==> config.mk <==
export PLATFORM = sky130hd
export DESIGN_NAME = data_memory_ws
export DESIGN_NICKNAME = d
export VERILOG_FILES = /design/src/rtl/dmem_pkg.sv /design/src/rtl/dmem_wait_counter.sv /design/src/rtl/data_memory_ws.sv
export SDC_FILE = /design/constraint.sdc
export NUM_CORES = 2
export LEC_CHECK = 0
export ABC_AREA = 1
export CORE_ASPECT_RATIO = 1.5
export CORE_MARGIN = 2
export CORE_UTILIZATION = 51
export CTS_CLUSTER_DIAMETER = 150
export DETAILED_ROUTE_END_ITERATION = 10
export PLACE_DENSITY = 0.67
export RECOVER_POWER = 25
export REMOVE_ABC_BUFFERS = 1
export SKIP_CTS_REPAIR_TIMING = 1
export SYNTH_ARGS = -nofsm -noshare
export SYNTH_HDL_FRONTEND = slang
export SYNTH_SLANG_ARGS = --single-unit
==> constraint.sdc <==
create_clock -name clk -period 6.6 [get_ports clk]
set_input_delay 0.99 -clock clk [delete_from_list [all_inputs] [get_ports clk]]
set_output_delay 0.99 -clock clk [all_outputs]
set_load 0.005 [all_outputs]
==> src/rtl/dmem_pkg.sv <==
// rtl/dmem_pkg.sv - shared types, defaults and address helpers for data_memory_ws
// Contents: state_t (IDLE, WAIT, ERR), DEFAULT_BASE_ADDR,
//           addr_to_index(), addr_valid().
// Helpers work on 64-bit values so one definition serves every ADDR_W up to 64.
package dmem_pkg;

  typedef enum logic [1:0] {
    IDLE = 2'd0,
    WAIT = 2'd1,
    ERR  = 2'd2
  } state_t;

  localparam int unsigned DEFAULT_BASE_ADDR = 1024;

  // Word index of a byte address relative to the base.
  function automatic logic [63:0] addr_to_index(input logic [63:0] addr,
                                                input logic [63:0] base,
                                                input int          shift);
    return (addr - base) >> shift;
  endfunction

  // At or above the base, inside the array, and word aligned.
  function automatic logic addr_valid(input logic [63:0] addr,
                                      input logic [63:0] base,
                                      input logic [63:0] depth,
                                      input int          shift);
    logic [63:0] mask;
    mask = (64'd1 << shift) - 64'd1;
    return (addr >= base) &&
           (addr_to_index(addr, base, shift) < depth) &&
           ((addr & mask) == 64'd0);
  endfunction

endpackage

==> src/rtl/dmem_wait_counter.sv <==
// rtl/dmem_wait_counter.sv - loadable down-counter with expire flag
// Ports:
//   clk, rst            clock, asynchronous active-high reset
//   load, load_value    load the counter (takes priority over counting)
//   count               current value; decrements each edge until 0
//   expire              high while count == 1 (last wait edge)
module dmem_wait_counter #(
  parameter int CNT_W = 4
) (
  input  logic             clk,
  input  logic             rst,
  input  logic             load,
  input  logic [CNT_W-1:0] load_value,
  output logic [CNT_W-1:0] count,
  output logic             expire
);

  always_ff @(posedge clk or posedge rst) begin
    if (rst) begin
      count <= '0;
    end else if (load) begin
      count <= load_value;
    end else if (count != '0) begin
      count <= count - 1'b1;
    end
  end

  assign expire = (count == CNT_W'(1));

endmodule

==> src/rtl/data_memory_ws.sv <==
// rtl/data_memory_ws.sv - word RAM at BASE_ADDR with wait states, busy/done handshake and address error
// Optional feature macro: DMEM_BYTE_LANE_EN (adds byteEn write mask port).
// Ports:
//   clk, rst          clock, asynchronous active-high reset
//   storeValue        write data
//   address           byte address
//   MEM_W_EN/MEM_R_EN write/read request (write wins if both)
//   byteEn            byte-lane write mask (DMEM_BYTE_LANE_EN only)
//   loadValue         registered read data, held until the next successful read
//   busy              access in progress, pipeline must freeze
//   done              one-cycle completion pulse (also for errors)
//   addrErr           one-cycle pulse with done for a rejected access
module data_memory_ws
  import dmem_pkg::*;
#(
  parameter int          DATA_W      = 32,
  parameter int          ADDR_W      = 32,
  parameter int          DEPTH       = 64,
  parameter int unsigned BASE_ADDR   = DEFAULT_BASE_ADDR,
  parameter int          WAIT_STATES = 0
) (
  input  logic                clk,
  input  logic                rst,
  input  logic [DATA_W-1:0]   storeValue,
  input  logic [ADDR_W-1:0]   address,
  input  logic                MEM_W_EN,
  input  logic                MEM_R_EN,
`ifdef DMEM_BYTE_LANE_EN
  input  logic [DATA_W/8-1:0] byteEn,
`endif
  output logic [DATA_W-1:0]   loadValue,
  output logic                busy,
  output logic                done,
  output logic                addrErr
);

  localparam int LANES = DATA_W / 8;
  localparam int SHIFT = $clog2(LANES);
  localparam int IDX_W = (DEPTH > 1) ? $clog2(DEPTH) : 1;
  localparam int CNT_W = 4;

  logic [DATA_W-1:0] mem [DEPTH];

  logic [LANES-1:0] be_in;
`ifdef DMEM_BYTE_LANE_EN
  assign be_in = byteEn;
`else
  assign be_in = '1;
`endif

  logic             req;
  logic             req_ok;
  logic [IDX_W-1:0] req_idx;

  assign req     = MEM_W_EN | MEM_R_EN;
  assign req_ok  = addr_valid(64'(address), 64'(BASE_ADDR), 64'(DEPTH), SHIFT);
  assign req_idx = IDX_W'(addr_to_index(64'(address), 64'(BASE_ADDR), SHIFT));

  // Captured access, used when the commit happens after wait states.
  logic [IDX_W-1:0]  idx_q;
  logic [DATA_W-1:0] data_q;
  logic [LANES-1:0]  be_q;
  logic              wr_q;

  state_t state, state_d;
  logic   busy_d, done_d, err_d;
  logic   commit, cnt_load;
  logic   cnt_expire;
  logic [CNT_W-1:0] cnt_value;

  dmem_wait_counter #(.CNT_W(CNT_W)) u_wait_counter (
    .clk       (clk),
    .rst       (rst),
    .load      (cnt_load),
    .load_value(CNT_W'(WAIT_STATES)),
    .count     (cnt_value),
    .expire    (cnt_expire)
  );

  always_ff @(posedge clk or posedge rst) begin
    if (rst) begin
      state <= IDLE;
    end else begin
      state <= state_d;
    end
  end

  always_comb begin
    state_d  = state;
    busy_d   = 1'b0;
    done_d   = 1'b0;
    err_d    = 1'b0;
    commit   = 1'b0;
    cnt_load = 1'b0;
    case (state)
      IDLE: begin
        if (req) begin
          if (!req_ok) begin
            state_d = ERR;
            done_d  = 1'b1;
            err_d   = 1'b1;
          end else if (WAIT_STATES == 0) begin
            commit = 1'b1;
            done_d = 1'b1;
          end else begin
            state_d  = WAIT;
            busy_d   = 1'b1;
            cnt_load = 1'b1;
          end
        end
      end
      WAIT: begin
        if (cnt_expire) begin
          commit  = 1'b1;
          done_d  = 1'b1;
          state_d = IDLE;
        end else begin
          busy_d = 1'b1;
        end
      end
      ERR:     state_d = IDLE;
      default: state_d = IDLE;
    endcase
  end

  // A zero-wait commit uses the live inputs; a delayed one uses the capture.
  logic              c_wr;
  logic [IDX_W-1:0]  c_idx;
  logic [DATA_W-1:0] c_data;
  logic [LANES-1:0]  c_be;

  always_comb begin
    if (state == IDLE) begin
      c_wr   = MEM_W_EN;
      c_idx  = req_idx;
      c_data = storeValue;
      c_be   = be_in;
    end else begin
      c_wr   = wr_q;
      c_idx  = idx_q;
      c_data = data_q;
      c_be   = be_q;
    end
  end

  always_ff @(posedge clk or posedge rst) begin
    if (rst) begin
      idx_q  <= '0;
      data_q <= '0;
      be_q   <= '0;
      wr_q   <= 1'b0;
    end else if (cnt_load) begin
      idx_q  <= req_idx;
      data_q <= storeValue;
      be_q   <= be_in;
      wr_q   <= MEM_W_EN;
    end
  end

  always_ff @(posedge clk or posedge rst) begin
    if (rst) begin
      busy      <= 1'b0;
      done      <= 1'b0;
      addrErr   <= 1'b0;
      loadValue <= '0;
    end else begin
      busy    <= busy_d;
      done    <= done_d;
      addrErr <= err_d;
      if (commit && !c_wr) begin
        loadValue <= mem[c_idx];
      end
    end
  end

  // RAM is not reset; the rst gate drops a write whose commit edge
  // coincides with reset.
  always_ff @(posedge clk) begin
    if (commit && c_wr && !rst) begin
      for (int b = 0; b < LANES; b++) begin
        if (c_be[b]) begin
          mem[c_idx][b*8 +: 8] <= c_data[b*8 +: 8];
        end
      end
    end
  end

endmodule

==> metrics.log <==
INFO  metric crit_arrival = 5.76 ns
INFO  metric flow.area_growth_from_synthesis = 11.6%
INFO  metric clock_tree_root_buffer_cell = sky130_fd_sc_hd__clkbuf_16
INFO  metric grt_antenna_before_repair = 8
INFO  metric grt_max_degree = 181
INFO  metric floorplan.rows = 186
INFO  metric clock_insertion_delay_worst_skew = 0.85 ns
INFO  metric clock_buffers_created_by_tritoncts = 182
INFO  metric synthCells = 8518
INFO  metric total_power = 28500 uW
INFO  metric clock-sinks = 2083
INFO  metric failed_checks = max-capacitance violations, max-slew violations
INFO  metric worst_slew_pin_slew = 4.09 ns
INFO  metric netSwitchingFraction = 25.5%
INFO  metric port_buffers = 101
INFO  metric global_route.usage.total = 29.3%
INFO  metric timing.reg2reg.worst_path_depth = 15
INFO  metric route.detailed.drc = 0
INFO  metric grt_pass1_wl = 375000 um
INFO  metric final_nets = 8648
INFO  metric timing.clock.skew = 0.0290 ns
INFO  metric ir_drop = 0.000231 V
INFO  metric min_period_over_period = 75.6%
INFO  metric layout.filler_cells = 14030
INFO  metric cellPowerDensity = 291 nW/um^2
INFO  metric r2r_setup_slack = 1.61 ns
INFO  metric tritoncts = done
INFO  metric min_to = loadValue[8]
INFO  metric place.detailed.hpwl = 149000 um
INFO  metric mostFrequentLayoutCell = sky130_fd_sc_hd__nand2_1
INFO  metric layout.core_utilization = 57.3%
INFO  metric synth.yosys.warnings = 0
INFO  metric path_class = flip-flop to flip-flop
INFO  metric chipWidth = 343 um
INFO  metric floorplan.die_area = 176000 um^2
INFO  metric switchingPower = 7270 uW
INFO  metric drt-wirelength-per-cell = 23.5 um
INFO  metric number_of_max_cap_violations = 25
INFO  metric rsz0062_at_grt = false
INFO  metric final.min_clock_period = 4.99 ns
INFO  metric grt.met2_usage = 47.8%
INFO  metric critical_path.max_stage_delay = 0.96 ns
INFO  metric start_util = 51.3%
INFO  metric detailedPlace.worstSlack = 1.50 ns
INFO  metric comb_power_share = 11.0%
INFO  metric power_frac_seq = 51.9%
INFO  metric design.portCount = 103
INFO  metric min_path_type = flip-flop to flip-flop
INFO  metric drive_above_1_share = 6.24%
INFO  metric global_route.overflow_total = 0
INFO  metric hold_violations = 0
INFO  metric critical_path.endpoint_type = flip-flop
INFO  metric cp_slowest_cell = sky130_fd_sc_hd__nor2_4
INFO  metric global_route.usage.met3 = 4.13%
INFO  metric first_global_vias = 57772
INFO  metric timing_max_transition_violations_final = 1318
INFO  metric core-area = 171000 um^2
INFO  metric global_route.peak_usage_layer = met2
INFO  metric worst_path_most_repeated_cell = sky130_fd_sc_hd__nand2_1
INFO  metric vias_per_cell = 5.49
INFO  metric fp.dieH = 512 um
INFO  metric power_leakage = 0.0404 uW
INFO  metric min_path_cells = 4
INFO  metric path_clk_slew = 0.07 ns
INFO  metric setup_viol_count_final = 0
INFO  metric synth.avg_cell_area = 10.3 um^2
INFO  metric power_frac_clock = 37.2%
INFO  metric first_pass_iters = 6
INFO  metric synth-seq-area-share = 71.0%
INFO  metric hold_path_startpoint = loadValue[8]
INFO  metric first_iter_violations = 6778
INFO  metric synth_cell_types = 29
INFO  metric globalRouteMet1Util = 36.8%
INFO  metric route.vias.total = 60350
INFO  metric routed_wirelength = 258000 um
INFO  metric timing.critical_path.required = 7.37 ns
INFO  metric worst_slack = 1.61 ns
INFO  metric max-clock-path-buffers = 3
INFO  metric achievable-frequency = 200 MHz
INFO  metric h-tree-depth = 4
INFO  metric worstReg2RegStart = state[1]
INFO  metric cell_area_after_synthesis = 87800 um^2
INFO  metric r2r_end = loadValue[23]
INFO  metric synth_seq_cells = 2083
INFO  metric cell_by_cell_trace_of_the_critical_path = inv_1 -> buf_4 -> nand2_4 -> nor2_4 -> buf_12 -> nand3_1 -> nand2_1 -> nor2_1 -> nand2_1 -> nand3_1 -> nand2_1 -> nand2_1 -> nand2_1 -> nor2_1 -> nor2_1
INFO  metric outcome = finished, violations left
INFO  metric worst_slew_margin_rel = -173%
INFO  metric critical_path.startpoint_type = flip-flop
INFO  metric worstPathMaxFanout = 44
INFO  metric mostFrequentLayoutCells = sky130_fd_sc_hd__nand2_1, sky130_fd_sc_hd__edfxtp_1, sky130_fd_sc_hd__nor2_1
INFO  metric gp_routability_congestion = 1.01
INFO  metric internal_power = 21300 uW
INFO  metric detail-route-antenna-nets = 0
worst max path at each step:
| stage | startpoint | endpoint | slack [ns] | cells past startpoint |
|---|---|---|---|---|
| after CTS | state[1] | loadValue[13] | 1.97 | 16 |
| after floorplan | state[1] | loadValue[27] | -16.61 | 12 |
| after detailed placement | address[18] | mem[46][10] | 1.50 | 12 |
| after global routing | state[1] | mem[36][5] | 1.45 | 2 |
| final | state[1] | loadValue[23] | 1.61 | 15 |
| after global placement | address[12] | mem[46][10] | 1.50 | 14 |
synth_stat cells (all sizes together):
library cell	count	area share (%)
xor2	1	0.010
nor4	1	0.0071
o22ai	1	0.0071
conb	1	0.0043
clkbuf	143	0.61
nand2	4267	18
buf	259	1.5
o21ai	138	0.79
a21oi	42	0.24
o211ai	42	0.36
a21boi	3	0.026
nor3	2	0.023
edfxtp	2048	70
nor2	689	3.0
nand3	286	1.6
dfrtp	35	1.0
nand4	15	0.16
inv	538	2.3
nand3b	7	0.060
worst max-delay path, delay by kind of cell, from the launching register on:
family | cells | cell delay [ns]
buffers and inverters | 3 | 1.52
and+or+nand+nor | 12 | 2.73
DFF | 1 | 0.60
sequential cells by signal, summed over array words and instances (netlist names):
signal,cells
addrErr,1
done,1
loadValue,32
mem,2048
state,1
power by group through the flow:
stage	clock [uW]	sequential, uW	combinational (uW)
after floorplan	0	15100	2520
after detailed placement	0	15000	3110
final	10600	14800	3130
after global placement	0	15000	3090
after global routing	11100	14800	3360
after CTS	10700	14700	3130
logic make-up (layout without fill, tap and decap cells):
| group | after synthesis | count (layout) | share of synthesized area, % |
|---|---|---|---|
| xor+xnor | 1 | 1 | 0.00998 |
| simple gates | 5267 | 5267 | 23.2 |
| flops | 2083 | 2083 | 71.0 |
| buf+inv | 940 | 1156 | 4.37 |
| compound gates | 226 | 226 | 1.42 |
| other cells | 1 | 4 | 0.00427 |
per-stage QoR:
step / hold WS (ns) / area, um^2 / cells / setup TNS [ns]
finish: 0.580 / 98000 / 10993 / 0
global route: 0.653 / 98000 / 10991 / 0
CTS: 0.578 / 98200 / 10990 / 0
detailed placement: 0.562 / 92400 / 10652 / 0
global placement: 0.567 / 92400 / 10652 / 0
floorplan: 0.560 / 86000 / 8116 / -9076.27
layer usage:
| layer | wire [um] | vias to the layer above |
|---|---|---|
| met5 | 49 | - |
| met4 | 18100 | 8 |
| met3 | 22900 | 717 |
| met2 | 124000 | 3031 |
| met1 | 93400 | 28936 |
| li1 | - | 27658 |
area by class of cell:
class	instances	area, um^2	share of cell area (%)
diodes	3	7.51	0.00766
flip-flops and latches	2083	62400	63.7
inverters	538	2020	2.06
clock buffers	230	4900	5.00
well taps	2256	2820	2.88
repair buffers	280	2670	2.73
multi-input cells	5495	22300	22.7
clock inverters	108	928	0.948
Note: power is estimated with default switching activity, not from simulation.
